===== src/rtl/impl_selftest_ctrl.sv =====
// Self-test sequencer: sweeps all four {a,b} vectors into a 2-input cell and grades its output.
// Sweep latency: o_done rises 4*(SETTLE_CYCLES+1)+1 edges after the edge that accepted start.
// No backpressure: i_start is taken only in IDLE/DONE and ignored while the sweep runs.
module impl_selftest_ctrl #(
   parameter int         SETTLE_CYCLES = 2,        // 1..15 cycles a vector is held before sampling
   parameter logic [3:0] EXPECTED      = 4'b1011   // expected cell output, bit k for vector k={a,b}
) (
   input  logic       i_clk,
   input  logic       i_rst,
   input  logic       i_start,
   output logic       o_a,
   output logic       o_b,
   input  logic       i_c,
   output logic       o_busy,
   output logic       o_done,
   output logic       o_pass,
   output logic [3:0] o_result,
   output logic [2:0] o_err_cnt,
   output logic [1:0] o_first_err_idx
);

   typedef enum logic [1:0] {
      IDLE   = 2'd0,
      SETTLE = 2'd1,
      SAMPLE = 2'd2,
      DONE   = 2'd3
   } state_t;

   // Settle counter counts down to zero, so the hold time is SETTLE_CYCLES+1 cycles per vector
   localparam logic [3:0] CNT_RELOAD = 4'(SETTLE_CYCLES - 1);

   state_t     state_q, state_d;
   logic [1:0] idx_q, idx_d;
   logic [3:0] cnt_q, cnt_d;
   logic [3:0] result_q, result_d;
   logic [2:0] err_cnt_q, err_cnt_d;
   logic [1:0] first_err_q, first_err_d;
   logic       busy_q, busy_d;
   logic       done_q, done_d;
   logic       pass_q, pass_d;

   // Next-state and registered-output computation for the sweep sequencer
   always_comb begin
      state_d     = state_q;
      idx_d       = idx_q;
      cnt_d       = cnt_q;
      result_d    = result_q;
      err_cnt_d   = err_cnt_q;
      first_err_d = first_err_q;
      done_d      = done_q;
      pass_d      = pass_q;

      case (state_q)
         IDLE, DONE: begin
            if (i_start) begin
               // Restart: vector 00 goes out immediately and every result field is cleared
               idx_d       = 2'd0;
               cnt_d       = CNT_RELOAD;
               result_d    = 4'd0;
               err_cnt_d   = 3'd0;
               first_err_d = 2'd0;
               done_d      = 1'b0;
               pass_d      = 1'b0;
               state_d     = SETTLE;
            end else if (state_q == DONE) begin
               // Done/pass follow one cycle after the final sample, once the counts are final
               done_d = 1'b1;
               pass_d = (err_cnt_q == 3'd0);
            end
         end
         SETTLE: begin
            if (cnt_q != 4'd0) begin
               cnt_d = cnt_q - 4'd1;
            end else begin
               state_d = SAMPLE;
            end
         end
         SAMPLE: begin
            result_d[idx_q] = i_c;
            if (i_c != EXPECTED[idx_q]) begin
               err_cnt_d = err_cnt_q + 3'd1;
               if (err_cnt_q == 3'd0) begin
                  first_err_d = idx_q;
               end
            end
            if (idx_q == 2'd3) begin
               // Last vector stays on the cell while in DONE
               state_d = DONE;
            end else begin
               idx_d   = idx_q + 2'd1;
               cnt_d   = CNT_RELOAD;
               state_d = SETTLE;
            end
         end
         default: state_d = IDLE;
      endcase

      busy_d = (state_d == SETTLE) || (state_d == SAMPLE);
   end

   // State register with asynchronous abort on reset
   always_ff @(posedge i_clk or posedge i_rst) begin
      if (i_rst) begin
         state_q     <= IDLE;
         idx_q       <= 2'd0;
         cnt_q       <= 4'd0;
         result_q    <= 4'd0;
         err_cnt_q   <= 3'd0;
         first_err_q <= 2'd0;
         busy_q      <= 1'b0;
         done_q      <= 1'b0;
         pass_q      <= 1'b0;
      end else begin
         state_q     <= state_d;
         idx_q       <= idx_d;
         cnt_q       <= cnt_d;
         result_q    <= result_d;
         err_cnt_q   <= err_cnt_d;
         first_err_q <= first_err_d;
         busy_q      <= busy_d;
         done_q      <= done_d;
         pass_q      <= pass_d;
      end
   end

   // Every output comes straight from a flop; i_c never reaches an output combinationally
   assign o_a             = idx_q[1];
   assign o_b             = idx_q[0];
   assign o_busy          = busy_q;
   assign o_done          = done_q;
   assign o_pass          = pass_q;
   assign o_result        = result_q;
   assign o_err_cnt       = err_cnt_q;
   assign o_first_err_idx = first_err_q;

endmodule


===== config.mk =====
export PLATFORM = sky130hd
export DESIGN_NAME = impl_selftest_ctrl
export DESIGN_NICKNAME = d
export VERILOG_FILES = /design/src/rtl/impl_selftest_ctrl.sv
export SDC_FILE = /design/constraint.sdc
export NUM_CORES = 1
export LEC_CHECK = 0
export ABC_AREA = 1
export BUFFER_PORTS_ARGS = -buffer_cell sky130_fd_sc_hd__buf_4
export CORE_ASPECT_RATIO = 0.9
export CORE_MARGIN = 3
export CORE_UTILIZATION = 49
export CTS_CLUSTER_DIAMETER = 150
export CTS_CLUSTER_SIZE = 25
export DETAILED_ROUTE_END_ITERATION = 10
export GPL_TIMING_DRIVEN = 0
export PLACE_DENSITY = 0.81
export RECOVER_POWER = 25
export SLEW_MARGIN = 25
export SYNTH_ARGS = -nofsm -noshare
export SYNTH_HDL_FRONTEND = slang
export SYNTH_SLANG_ARGS = --single-unit

===== constraint.sdc =====
create_clock -name i_clk -period 2.56 [get_ports i_clk]
set_input_delay 0.256 -clock i_clk [delete_from_list [all_inputs] [get_ports i_clk]]
set_output_delay 0.256 -clock i_clk [all_outputs]
set_load 0.02 [all_outputs]

==> results of run 1 <==
[layer usage]
metal / vias up / global-route usage, %
met1: 459 / 21.1
met3: 3 / 5.28
met4: 0 / 4.91
met5: - / 0
met2: 23 / 29.5
li1: 483 / -
[cell families after synthesis]
family                     Yosys count  share of synthesized area (%)
adders and majority gates           12                           11.9
xor gates and xnor gates             1                          0.696
and+or+nand+nor                     56                           26.8
buffers and inverters               25                           8.85
AOI/OAI and AO/OA                   23                           11.9
DFF                                 20                           39.8
[power breakdown]
| part | internal [uW] | switching [uW] |
|---|---|---|
| clock | 55.0 | 92.5 |
| sequential | 409 | 66.5 |
| combinational | 422 | 763 |
| total | 886 | 922 |
[worst min path at each step]
stage,from,slack [ps],end
CTS,i_rst,90,cnt_q[2]$_DFFE_PP0P_
detailed placement,i_rst,440,o_busy$_DFF_PP0_
global route,i_rst,120,cnt_q[2]$_DFFE_PP0P_
global placement,i_rst,430,cnt_q[0]$_DFFE_PP0P_
finish,i_rst,70,o_busy$_DFF_PP0_
floorplan,i_rst,220,cnt_q[0]$_DFFE_PP0P_
[Yosys cell counts, drive strengths merged]
cell	instances	area share, %
nand2	31	13
inv	24	8.0
dfrtp	20	40
o21ai	14	6.5
nand3	13	6.0
ha	12	12
nor2	10	6.6
a21oi	3	1.5
o22ai	2	1.5
a21boi	1	0.60
a21o	1	0.60
buf	1	0.89
nand4	1	0.50
nor3	1	0.40
o31ai	1	0.60
o32ai	1	0.70
xnor2	1	0.70
[metrics by stage]
stage          hold WS [ps]  instance area (um^2)  std cells
2_1_floorplan           220                  1260        137
3_3_place_gp            430                  1420        181
5_1_grt                 116                  1440        184
6_report               69.8                  1440        184
4_1_cts                94.7                  1440        184
3_5_place_dp            443                  1420        181
[final cells by class]
cell class | instances | area share, %
Buffer | 1 | 0.781
Clock buffer | 3 | 1.56
Inverter | 24 | 6.94
Multi-Input combinational cell | 92 | 44.8
Sequential cell | 20 | 34.7
Tap cell | 27 | 2.34
Timing Repair Buffer | 17 | 8.85
[registers in the layout, indices dropped and copies added (netlist names)]
name             cells
cnt_q                4
o_result             4
o_err_cnt            3
idx_q                2
o_first_err_idx      2
state_q              2
o_busy               1
o_done               1
o_pass               1
[worst register-to-register path, stage by stage, from the launching register on]
cell	delay [ps]
sky130_fd_sc_hd__dfrtp_1	420
sky130_fd_sc_hd__inv_1	130
sky130_fd_sc_hd__ha_1	220
sky130_fd_sc_hd__ha_1	370
sky130_fd_sc_hd__nand2_1	120
sky130_fd_sc_hd__inv_2	60
sky130_fd_sc_hd__nor2_8	130
sky130_fd_sc_hd__o21ai_2	70
sky130_fd_sc_hd__nand2_1	70
sky130_fd_sc_hd__o21ai_2	50
==> results list, run 1 <==
- In this run the number of H-tree levels came out at 1.
- Core Util, Final: 62.7%
* R2R Path End: o_first_err_idx[1]$_DFFE_PP0P_
- Root buffer cell: sky130_fd_sc_hd__clkbuf_4
- The total overflow left after global routing is 0.
- Worst R2R Setup Slack: a little over 800 ps
* CTS-repair resized insts: 0
- Tot GR Track Use: between 10% and 20%
- In this run the tightest slew margin relative to its limit is around 50%.
- Most frequent cells in the layout: 25 x sky130_fd_sc_hd__nand2_1, 20 x sky130_fd_sc_hd__dfrtp_1, 16 x sky130_fd_sc_hd__inv_1, 16 x sky130_fd_sc_hd__buf_4, 12 x sky130_fd_sc_hd__ha_1
- Insertion delay of the later-clocked pin in the worst-skew pair: approximately 300 ps
- STA classifies the critical path startpoint as a flop.
- The number of nets in the synthesized netlist is between 150 and 200.
* R2r worst-path depth: 9
- Launch point of the worst path: idx_q[0]$_DFFE_PP0P_
- Total half-perimeter wirelength after legalization and detailed placement: 1870 um
* Fraction of the cycle the final worst path needs: just under 70%
* Routed via count divided by cell count: 5.26
- The hold violation total from the final report came to 0.
* Worst EP arrival: approximately 1900 ps
- Together, buffers and inverters on the worst path number 2.
- Area growth from synthesis to layout: 14.6%
* Antenna violations before repair: 0
* First-pass GRT wire length: slightly above 4000 um
* Netlist Area Pre-Place: between 1000 and 1500 um^2
* Die Span Y: between 50 and 60 um
- Max Clock Freq: between 500 and 600 MHz
- The signal on the critical path passes through inv_1, ha_1, ha_1, nand2_1, inv_2, nor2_8, o21ai_2, nand2_1, o21ai_2.
* Pin count of the biggest net entering global routing: 21
- Post-route ant nets: 0
* Fill cell total of the finished layout: 186
- Effective utilization at floorplan: 54.7%
- The number of pins with negative max-slew slack in the final report is 0.
- The setup path with the least slack is of type flop to flop.
- The run finished with clean final reports.
- Max-cap violations in this run came to 0.
- Minimum setup slack after placement: between 800 and 900 ps
- In the routed design, unresolved DRC markers number 0.
- Clk slew on worst S/H paths: around 110 ps
- For the pin with the worst max-slew slack, the measured transition is ~740 ps.
- Counting buffers and inverters, the worst setup path is 9 cells deep.
- Detailed-routing iteration count for the pre-antenna-repair pass: 4
- The worst path needs between 1500 and 2000 ps of the cycle, external delays included.
* Port-buffer cells: 17
* Clk sinks: 20
- During I/O placement, the number of pins put on the boundary was 18.
- The die covers between 3000 and 4000 um^2.
- Across all layers, the routed design uses about 970 vias.
- The min-delay analysis places its worst path in the category input pin to asynchronous set/reset pin.
* IR Drop Worst-Case VDD: between 0.0007 and 0.0008 V
- Multi-input gate area: 647 um^2
* Number of setup buffers added after CTS: 0
- Of the cells placed in the final design, the portion with a size suffix greater than 1 is between 20 and 30%.
- CP max-delay cell: sky130_fd_sc_hd__dfrtp_1
* Most common cell after layout, fill and taps aside: sky130_fd_sc_hd__nand2_1
- The routed design uses 1140 um of met2 wire.
- In this design, the stage delay of the slowest critical-path cell is approximately 420 ps.
- Power spread over the standard cell area amounts to 1250 nW/um^2.
- FF/Latch Area: 500 um^2
* Post-CTS Hold Fix Bufs: 0
- The highest layer touched by signal routing is met4.
- Antenna fix cells: 0
- In the final routed layout, each cell accounts on average for 12.4 um.
- Dividing the synthesized area by the synthesized cell count gives just over 9 um^2.
* First DRT Iteration DRCs: 15
* Seq/Total Area, Yosys: slightly below 40%
* Leakage Power: 0.000756 uW
* Final weighted congestion of routability-driven global placement: between 0.7 and 0.8
* Chip width: a little under 60 um
- Setup WS post-layout: between 800 and 900 ps
* Instance count of the mapped netlist: 137
* Core area: around 2300 um^2
- Count of nets after finishing: roughly 180
* Highest fanout seen on the critical path: 5
* Final clock skew: between 8 and 9 ps
- The critical path ends at o_first_err_idx[1]$_DFFE_PP0P_.
* Worst path top cell family by delay: adder cells
* # setup viols final: 0
* Distinct cell type count after synthesis: 30
* Number of warning messages in the yosys log: 0
- The synthesized design contains 20 register bits.
- After detailed routing, the wire length on met1 is ~1000 um.
- Sort of element at the end of the critical path: flop
* Number of buffers on the longest clock path: 2
- Number of clock buffers inserted by TritonCTS: 3
- Worst path required time: roughly 2800 ps
- Setup repair after global routing left no endpoint under its margin.
* Standard-cell rows: 16
- TritonCTS built the clock tree.
- Total chip power: between 1500 and 2000 uW
- Detailed routing placed a total of 123 um of wire on met3.
* Total negative slack: 0 ps
- Vias in the first global route: 950
* Reg2Reg Launch Point: idx_q[0]$_DFFE_PP0P_
- DRT Wirelength: 2280 um
(Power assumes the default switching activity.)
==> inputs of run 2 (changes only) <==
Clock period 2.56 ns to 1.7 ns, I/O delays scaled along.
==> run 2 against run 1 <==
Effect of this change:
- cell count up 1.6%
- non-clock buffer count grew 2
- flip-flop and latch count did not move
- register-to-register slack worse by 680 ps
- design area grew 1.2%
- via count up 0.10%
- clock power grew to 2.6 times the previous value
- maximum frequency grew 11%
- setup slack got worse by 680 ps
- sequential power is 52% higher
- largest power group unchanged
- first-iteration DRC count is 60% lower
- critical path type unchanged
- clock skew rose by 7.6 ps
==> results list, run 2 (synthesis gave the netlist of run 1 again) <==
- By instance count, the cell type seen most on the critical path is sky130_fd_sc_hd__nand2_8.
- The average wire per cell in the routed design is 12.3 um (was 12.4 um).
* Slowest stage delay, CP: 420 ps (about the same)
- Max Clock Freq: 640 MHz (was 574 MHz)
* Part of the power in registers: 24.8% (was 26.3%)
- Worst min-delay path category: input pin to flop (was input pin to asynchronous set/reset pin)
* Most common cell after layout, fill and taps aside: sky130_fd_sc_hd__nand2_1 (unchanged)
* CP max-delay cell: sky130_fd_sc_hd__dfrtp_1 (unchanged)
- Effective utilization at floorplan: 54.7% (unchanged)
- The fraction of the cycle the final worst path needs was 91.9% (was 68.0%).
- The peak fanout along the critical path came to 8 (was 5).
- Proportion of layout cells with a drive suffix above 1: 24.4% (was 29.9%)
- The number of cells traversed by the worst register-to-register path is 9 (unchanged).
- The setup TNS was 0 ps (unchanged).
- The pin count of the biggest net entering global routing came to 21 (unchanged).
- The count of routing violations after the opening detailed-route iteration came to 6 (was 15).
* Insertion delay of the later-clocked pin in the worst-skew pair: 310 ps (was 300 ps)
- The hold violation total from the final report is 0 (unchanged).
* Clk sinks: 20 (unchanged)
- The diode insertion count for antenna repair was 0 (unchanged).
- Final instance area: 1460 um^2 (was 1440 um^2)
- The least setup slack across all paths after layout is 138 ps (was 819 ps).
- The die outline height came to 54.1 um (unchanged).
* Total half-perimeter wirelength after legalization and detailed placement: 1880 um (was 1870 um)
* Clk slew on worst S/H paths: 120 ps (was 110 ps)
- The post-place setup slack was -0.168 ps (was 822 ps).
- IR Drop Worst-Case VDD: 0.00134 V (was 0.000791 V)
- Worst R2R Setup Slack: 140 ps (was 820 ps)
* # setup viols final: 0 (unchanged)
* Net switching share of the total power: 49.4% (was 51.0%)
- The total CTS buffers is 3 (unchanged).
- The combinational group share of total power was 61.9% (was 65.5%).
- The path type of the worst setup path was flop to flop (unchanged).
- Worst-case hold path end point: o_result[1]$_DFFE_PP0P_
* Area growth from synthesis to layout: 16.0% (was 14.6%)
- Along the worst hold path, the cell count comes to 3.
- The die outline width came to 59.4 um (unchanged).
- The full die area is 3210 um^2 (unchanged).
- The total power divided by cell area came to 2000 nW/um^2 (was 1250 nW/um^2).
* Vias in the first global route: 937 (was 950)
- Cell breakdown of the critical path: inv_1, ha_1, inv_4, nand2_8, nand2_8, inv_6, nand2_2, nand2_1, o21ai_1 (was inv_1, ha_1, ha_1, nand2_1, inv_2, nor2_8, o21ai_2, nand2_1, o21ai_2)
- The minimum clock period after layout was 1560 ps (was 1740 ps).
- The power share of the clock group came to 13.3% (was 8.2%).
* Worst-Margin Slew: 732 ps (was 743 ps)
- DRT Wirelength: 2300 um (was 2280 um)
- Worst max-slew margin expressed relative to the limit: 51.2% (was 50.4%)
- The first-pass iteration count of the detailed router was 4 (unchanged).
- The post-place instance area was 1420 um^2 (about the same).
* Final clock skew: 16.0 ps (was 8.39 ps)
* Switch Pwr: 1440 uW (was 922 uW)
* Sort of element at the end of the critical path: flop (unchanged)
- Tot GR Track Use: 16.8% (was 17.3%)
- Post-Route Hold Slack: 139 ps (was 69.8 ps)
* Reg2Reg Launch Point: state_q[0]$_DFF_PP0_ (was idx_q[0]$_DFFE_PP0P_)
- The number of buffers on the longest clock path was 2 (unchanged).
- The total number of vias is 969 (was 968).
- The wire length of the first global-routing pass is 4020 um (was 4150 um).
- The number of levels in the clock H-tree came to 1 (unchanged).
- The number of nets in the final layout came to 177 (was 175).
- Result of the run: finished clean (unchanged).
- Number of slew-limit violations in the final report: 0 (unchanged)
* Post-route ant nets: 0 (unchanged)
- Worst EP arrival: 1810 ps (was 1940 ps)
- Startpoint class of the critical path: flop (unchanged)
* Routed via count divided by cell count: 5.18 (was 5.26)
- The total internal power was 1480 uW (was 886 uW).
- The number of core rows was 16 (unchanged).
* R2R Path End: o_result[2]$_DFFE_PP0P_ (was o_first_err_idx[1]$_DFFE_PP0P_)
- DRC violation count after routing: 0 (unchanged)
- Most frequent cells in the layout: 25 x sky130_fd_sc_hd__nand2_1, 19 x sky130_fd_sc_hd__dfrtp_1, 15 x sky130_fd_sc_hd__inv_1 (was 25 x sky130_fd_sc_hd__nand2_1, 20 x sky130_fd_sc_hd__dfrtp_1, 16 x sky130_fd_sc_hd__inv_1, 16 x sky130_fd_sc_hd__buf_4, 12 x sky130_fd_sc_hd__ha_1).
- Final weighted congestion of routability-driven global placement: 0.830 (was 0.788)
- The count of boundary I/O pins came to 18 (unchanged).
- Core area: 2300 um^2 (unchanged)
- Worst path required time: 1940 ps (was 2760 ps)
- Max-capacitance violation count: 0 (unchanged)
- Clock tree from TritonCTS: yes (unchanged)
- The remaining global-route overflow was 0 (unchanged).
- Leakage Power: 0.000724 uW (was 0.000756 uW)
* Hold path startpoint: i_c
- Port-buffer cells: 17 (unchanged)
- The clock root buffer is sky130_fd_sc_hd__clkbuf_4 (unchanged).
* Antenna violations before repair: 0 (unchanged)
[run 2: changes by cell type in the layout (fill, tap and decap cells not counted), sizes merged]
cell         before  now
buf              17    6
bufinv            0    1
clkbuf            4   16
dlygate4sd3       0    1
[run 2: area by class of cell]
class	count	area, um^2
sequential	20	502
timing repair buffer	19	96.3
inverter	24	105
buffer	1	11.3
tap	27	33.8
multi-input combinational	92	659
clock inverter	1	30.0
clock buffer	3	22.5
fill	202	842
[run 2: through the flow]
stage | cells | util [%] | power (uW)
finish | 187 | 63.4 | 2920
global route | 187 | 63.4 | 3180
CTS | 186 | 64.5 | 2940
detailed placement | 181 | 61.7 | 2540
global placement | 181 | 61.7 | 2450
floorplan | 137 | - | 2150
[run 2: timing repair]
action,4_1_cts,5_1_grt
setup buffers,0,1
hold buffers,1,0
pin swaps,0,0
endpoints found under the hold margin,11,0
resized for setup,1,4
setup endpoints to repair,2,4
[run 2: power by group through the flow]
stage                     clock, uW  combinational, uW  sequential (uW)
after floorplan                   0               1360              794
final                           388               1810              723
after detailed placement          0               1810              733
after global routing            420               2010              743
after global placement            0               1730              722
after CTS                       396               1820              725
[run 2: how the worst max path moves through the flow]
stage | from | endpoint | slack, ps | depth (start not counted)
final | state_q[0]$_DFF_PP0_ | o_result[2]$_DFFE_PP0P_ | 140 | 9
after floorplan | idx_q[0]$_DFFE_PP0P_ | o_first_err_idx[0]$_DFFE_PP0P_ | 60 | 9
after detailed placement | idx_q[0]$_DFFE_PP0P_ | o_first_err_idx[0]$_DFFE_PP0P_ | -0.2 | 9
after global placement | idx_q[0]$_DFFE_PP0P_ | o_first_err_idx[0]$_DFFE_PP0P_ | 70 | 9
after CTS | idx_q[0]$_DFFE_PP0P_ | o_first_err_idx[1]$_DFFE_PP0P_ | 40 | 9
after global routing | state_q[0]$_DFF_PP0_ | o_result[2]$_DFFE_PP0P_ | -3 | 9
[run 2: routing by layer]
layer,GRT usage (%),part of all wire (%),vias up
li1,-,-,489
met1,21.3,46,456
met2,28.2,48,19
met3,4.56,5.0,5
met4,4.15,0.91,0
met5,0,0,-
[run 2: critical path, delay by kind of cell, from the launching register on]
family                     cells  cell delay, ps
buffers and inverters          3             250
adders and majority gates      1             360
AOI/OAI and AO/OA              1             130
and+or+nand+nor                4             350
DFF                            1             420
